$ cat config.mk
export PLATFORM = sky130hd
export DESIGN_NAME = instr_fetch_queue
export DESIGN_NICKNAME = d
export VERILOG_FILES = /design/src/rtl/instr_fetch_queue_pkg.sv /design/src/rtl/instr_fetch_queue_fetch_fifo.sv /design/src/rtl/instr_fetch_queue.sv
export SDC_FILE = /design/constraint.sdc
export NUM_CORES = 1
export LEC_CHECK = 0
export ABC_CLOCK_PERIOD_IN_PS = 2250
export CAP_MARGIN = 20
export CORE_ASPECT_RATIO = 1.1
export CORE_MARGIN = 5
export CORE_UTILIZATION = 50
export CTS_CLUSTER_DIAMETER = 50
export DETAILED_ROUTE_END_ITERATION = 16
export GPL_TIMING_DRIVEN = 0
export PLACE_DENSITY = 0.77
export SYNTH_ARGS = -nofsm -noshare
export SYNTH_HDL_FRONTEND = slang
export SYNTH_SLANG_ARGS = --single-unit
$ cat constraint.sdc
create_clock -name clock -period 2.25 [get_ports clock]
set_clock_uncertainty 0.2 [all_clocks]
set_input_delay 0.45 -clock clock [delete_from_list [all_inputs] [get_ports clock]]
set_output_delay 0.45 -clock clock [all_outputs]
set_load 0.05 [all_outputs]
$ cat src/rtl/instr_fetch_queue_pkg.sv
// Shared fetch-path definitions: bus width defaults common with the program
// counter, plus the fetch FSM state encoding.
package instr_fetch_queue_pkg;

    localparam int unsigned ADDR_W_DEF = 20;
    localparam int unsigned DATA_W_DEF = 20;

    typedef enum logic [1:0] {
        IDLE = 2'd0,
        WAIT = 2'd1,
        DROP = 2'd2
    } fetch_state_e;

endpackage

$ cat src/rtl/instr_fetch_queue_fetch_fifo.sv
// DEPTH x WIDTH synchronous FIFO with flush; head entry is shown on rdata.
// Flush takes priority over push and pop in the same cycle.
module fetch_fifo #(
    parameter int unsigned DEPTH = 2,
    parameter int unsigned WIDTH = 40
) (
    input  logic                       clk,
    input  logic                       rst_n,
    input  logic                       push,
    input  logic                       pop,
    input  logic                       flush,
    input  logic [WIDTH-1:0]           wdata,
    output logic [WIDTH-1:0]           rdata,
    output logic [$clog2(DEPTH):0]     count,
    output logic                       empty,
    output logic                       full
);

    localparam int unsigned AW = $clog2(DEPTH);
    localparam int unsigned CW = AW + 1;

    logic [WIDTH-1:0] mem_q [DEPTH];
    logic [WIDTH-1:0] mem_d [DEPTH];
    logic [AW-1:0]    wr_ptr_q, wr_ptr_d;
    logic [AW-1:0]    rd_ptr_q, rd_ptr_d;
    logic [CW-1:0]    count_q, count_d;
    logic             pop_eff;

    assign empty   = (count_q == '0);
    assign full    = (count_q == CW'(DEPTH));
    assign count   = count_q;
    assign rdata   = mem_q[rd_ptr_q];
    assign pop_eff = pop & ~empty;

    always_comb begin
        mem_d    = mem_q;
        wr_ptr_d = wr_ptr_q;
        rd_ptr_d = rd_ptr_q;
        count_d  = count_q;
        if (flush) begin
            wr_ptr_d = '0;
            rd_ptr_d = '0;
            count_d  = '0;
        end else begin
            if (push) begin
                mem_d[wr_ptr_q] = wdata;
                wr_ptr_d        = wr_ptr_q + 1'b1;
            end
            if (pop_eff) begin
                rd_ptr_d = rd_ptr_q + 1'b1;
            end
            case ({push, pop_eff})
                2'b10:   count_d = count_q + 1'b1;
                2'b01:   count_d = count_q - 1'b1;
                default: count_d = count_q;
            endcase
        end
    end

    always_ff @(posedge clk or negedge rst_n) begin
        if (!rst_n) begin
            for (int unsigned i = 0; i < DEPTH; i++) begin
                mem_q[i] <= '0;
            end
            wr_ptr_q <= '0;
            rd_ptr_q <= '0;
            count_q  <= '0;
        end else begin
            mem_q    <= mem_d;
            wr_ptr_q <= wr_ptr_d;
            rd_ptr_q <= rd_ptr_d;
            count_q  <= count_d;
        end
    end

endmodule

$ cat src/rtl/instr_fetch_queue.sv
// Instruction fetch queue: accepts PC addresses, issues one memory read at a
// time over req/ack, and buffers returned words for decode; redirect flushes.
module instr_fetch_queue
    import instr_fetch_queue_pkg::*;
#(
    parameter int unsigned ADDR_W = ADDR_W_DEF,
    parameter int unsigned DATA_W = DATA_W_DEF,
    parameter int unsigned DEPTH  = 2
) (
    input  logic              clock,
    input  logic              reset,
    input  logic [ADDR_W-1:0] pc_addr,
    input  logic              pc_valid,
    output logic              pc_ready,
    input  logic              redirect,
    output logic              mem_req,
    output logic [ADDR_W-1:0] mem_addr,
    input  logic              mem_ack,
    input  logic [DATA_W-1:0] mem_rdata,
    output logic              ins_valid,
    output logic [DATA_W-1:0] ins_data,
    output logic [ADDR_W-1:0] ins_addr,
    input  logic              ins_ready
);

    localparam int unsigned CW = $clog2(DEPTH) + 1;

    fetch_state_e      state_q, state_d;
    logic              mem_req_q, mem_req_d;
    logic [ADDR_W-1:0] mem_addr_q, mem_addr_d;

    logic [CW-1:0]            fifo_count;
    logic                     fifo_empty;
    logic                     fifo_full;
    logic [ADDR_W+DATA_W-1:0] fifo_rdata;
    logic                     accept;
    logic                     push;
    logic                     pop;

    assign pc_ready = (state_q == IDLE) && (fifo_count < CW'(DEPTH)) && !redirect;
    assign accept   = pc_valid & pc_ready;
    // Only a WAIT-state beat carries live data; DROP beats and redirected beats are discarded.
    assign push     = (state_q == WAIT) & mem_ack & ~redirect & ~fifo_full;
    assign pop      = ~fifo_empty & ins_ready & ~redirect;

    always_comb begin
        state_d    = state_q;
        mem_req_d  = mem_req_q;
        mem_addr_d = mem_addr_q;
        case (state_q)
            IDLE: begin
                if (accept) begin
                    mem_addr_d = pc_addr;
                    mem_req_d  = 1'b1;
                    state_d    = WAIT;
                end
            end
            WAIT: begin
                if (mem_ack) begin
                    mem_req_d = 1'b0;
                    state_d   = IDLE;
                end else if (redirect) begin
                    state_d = DROP;
                end
            end
            DROP: begin
                if (mem_ack) begin
                    mem_req_d = 1'b0;
                    state_d   = IDLE;
                end
            end
            default: begin
                mem_req_d = 1'b0;
                state_d   = IDLE;
            end
        endcase
    end

    always_ff @(posedge clock or negedge reset) begin
        if (!reset) begin
            state_q    <= IDLE;
            mem_req_q  <= 1'b0;
            mem_addr_q <= '0;
        end else begin
            state_q    <= state_d;
            mem_req_q  <= mem_req_d;
            mem_addr_q <= mem_addr_d;
        end
    end

    fetch_fifo #(
        .DEPTH (DEPTH),
        .WIDTH (ADDR_W + DATA_W)
    ) u_fifo (
        .clk   (clock),
        .rst_n (reset),
        .push  (push),
        .pop   (pop),
        .flush (redirect),
        .wdata ({mem_addr_q, mem_rdata}),
        .rdata (fifo_rdata),
        .count (fifo_count),
        .empty (fifo_empty),
        .full  (fifo_full)
    );

    assign mem_req   = mem_req_q;
    assign mem_addr  = mem_addr_q;
    assign ins_valid = ~fifo_empty;
    assign ins_addr  = fifo_rdata[ADDR_W+DATA_W-1:DATA_W];
    assign ins_data  = fifo_rdata[DATA_W-1:0];

endmodule

==> out/qor.yml <==
outcome:
  status: "finished, final reports clean"
grt:
  grt.total_usage_pct: 17.8
  grt_max_degree: 56
  grt-ovfl-total: 0
  antenna_found_initial: 0
  grt_pass1_vias: 3229
  grt_pass1_wl_microns: 16200
cts:
  cts_buffers: 9
  cts_root_buf: "clkbuf_8"
  clock_latency_ps: 360
  clk_pin_slew_worst_paths_ps: 90
  cts_max_level: 3
  clock_path_buffers: 2
  cts_tree: "built"
  cts.sinks: 107
power_and_ir_drop:
  power-per-cell-area_nw_per_um2: 1500
  vdd_drop_max_mv: 0.888
  p_leak_nw: 2.99
synth:
  yosys.area.top_type_share_pct: 55.9
  synth_seq_cells: 107
  avgSynthCellArea_sq_um: 15.7
  synth_edf_count: 0
  ys_types: 34
  yosysWarnings: 0
  syn-num-nets: 355
  synth_cells: 306
  netlist_area_sq_um: 4790
  synth_top_flop_cell: "dfrtp_1"
  ys_top_cells_by_area: "dfrtp_1, mux2_2, mux2_4"
  yosysTopAreaCell: "dfrtp_1"
  async_flop_share_pct: 100
  seq_area_frac_synth_pct: 55.9
drt:
  vias_per_cell: 5.24
  drt_wl_total_microns: 10000
  route.detailed.drc: 0
  drt_iter0_drc: 80
  drt_first_pass_iters: 4
  vias: 2869
  ant_nets: 0
  wl_per_cell_microns: 18.3
worst_setup_path:
  worst-setup-path-type: "flop to output port"
  rr_worst_depth: 7
  required_ps: 1600
  critPathMaxFanout: 10
  cp.arrival_ps: 1560
  worstSetupStartpoint: "u_fifo.rd_ptr_q"
  end_kind: "output port"
  timing.rr.start: "state_q[1]"
  startpoint_type: "flop"
timing:
  rsz0062_at_grt: "true"
  hold_viol_final: 0
  setup_ws_ps: 40.8
  fmax_mhz: 453
  relSlewSlack_pct: 51.5
  period_minus_slack_ps: 2210
  setup_viol: 0
  slew_viol_final: 0
  tightestPinTransition_ps: 727
  fin_crit_sh_pct: 98.2
finish:
  diodes: 0
  utilization_pct: 65.3
  nFillCells: 701
  areaGrowthSynthToFinish_pct: 27.5
  layout-drive-gt1-share_pct: 52.9
  nets: 475
die:
  die_width_microns: 103
  num_rows: 37
  core_area_sq_um: 9350
  die_area_sq_um: 11600
  num_io_pins: 109
  start_util_pct: 51.2
  die_y_microns: 113
run:
  maxCapViolations: 0
worst_hold_path:
  holdPathStages: 2
  min-delay-start: "redirect"
  hold_path.class: "input port to flop"
placed_design:
  numPortBuffers: 107
  dp_hpwl_microns: 6910
  pre_cts_ws_ps: -625
  place.gp.congestion: 0.758
[worst max-delay path: stages (launching register included)]
cell	delay, ps
dfrtp_2	440
buf_6	190
mux2_2	360
buf_2	210
[worst paths after layout]
check	to	slack, ps
setup / recovery	ins_addr[8]	40
hold / removal	u_fifo.wr_ptr_q	220
hold reg to reg	u_fifo.mem_q[39]	310
min in group asynchronous	mem_addr[13]	500
setup reg to reg	u_fifo.mem_q[61]	110
max in group asynchronous	u_fifo.rd_ptr_q	640
[kinds of logic after synthesis]
group / synth area share (%)
muxes: 36.1
DFF: 55.9
buffers and inverters: 2.61
and+or+nand+nor: 2.64
AOI/OAI and AO/OA: 1.83
adders and majority gates: 0.784
xor gates and xnor gates: 0.183
[cell type report]
class / instances / area (sq um) / share of cell area (%)
Clock inverter: 7 / 50.0 / 0.819
Clock buffer: 9 / 124 / 2.03
Tap cell: 117 / 146 / 2.40
Timing Repair Buffer: 110 / 915 / 15.0
Inverter: 4 / 15.0 / 0.246
Multi-Input combinational cell: 177 / 2020 / 33.1
Sequential cell: 107 / 2680 / 43.9
Buffer: 17 / 155 / 2.54
[state kept, by name (all words and copies together) (netlist names)]
register,cells
state_q,2
mem_addr,20
u_fifo.count,2
u_fifo.rd_ptr_q,1
u_fifo.wr_ptr_q,1
u_fifo.mem_q,80
mem_req,1
[stage by stage]
stage	power [mW]	hold WS (ps)	setup TNS, ps	cells	instance area (sq um)
3_3_place_gp	8.45	283	-420980	530	6010
4_1_cts	9.25	197	-101	547	6080
6_report	9.16	222	0	548	6110
3_5_place_dp	8.57	291	-58020	531	6040
5_1_grt	9.62	218	-305	548	6110
2_1_floorplan	6.92	-45.6	0	306	4790
[synthesized netlist by cell type, types with 2 or more instances]
| cell type | n |
|---|---|
| a21oi_1 | 4 |
| buf_1 | 4 |
| buf_2 | 7 |
| buf_6 | 4 |
| clkbuf_1 | 2 |
| dfrtp_1 | 107 |
| ha_1 | 3 |
| inv_1 | 4 |
| mux2_2 | 100 |
| mux2_4 | 40 |
| nand2_1 | 4 |
| nor2_1 | 3 |
| o21ai_0 | 3 |
[layer usage]
metal  share of wire (%)  global-route usage (%)  up-vias  wire (microns)
li1                    -                       -     1336               -
met5                   0                       0        -               0
met1                  43                    22.9     1467            4300
met2                  52                    30.4       58            5230
met3                 3.8                    2.80        8             380
met4                 1.1                    5.53        0             109
[power by group]
| part | internal (mW) | switching (mW) |
|---|---|---|
| sequential | 2.73 | 0.520 |
| combinational | 1.85 | 2.97 |
| clock | 0.412 | 0.667 |
[cells in the final DEF (no fill, tap or decap), drive strengths merged, types with 4 or more instances in the layout]
master and n:
a21oi 4, buf 60, clkbuf 9, clkdlybuf4s50 43, clkinv 4, dfrtp 107, dlygate4sd2 16, dlymetal6s2s 5
inv 7, mux2 140, nand2 4
[what timing repair did]
action,CTS,global route
setup endpoints to repair,155,93
hold buffers,1,0
resized for setup,246,13
hold endpoints to repair,54,0
buffers inserted,0,1
gates cloned,0,0
Note: power is estimated with default switching activity, not from simulation.
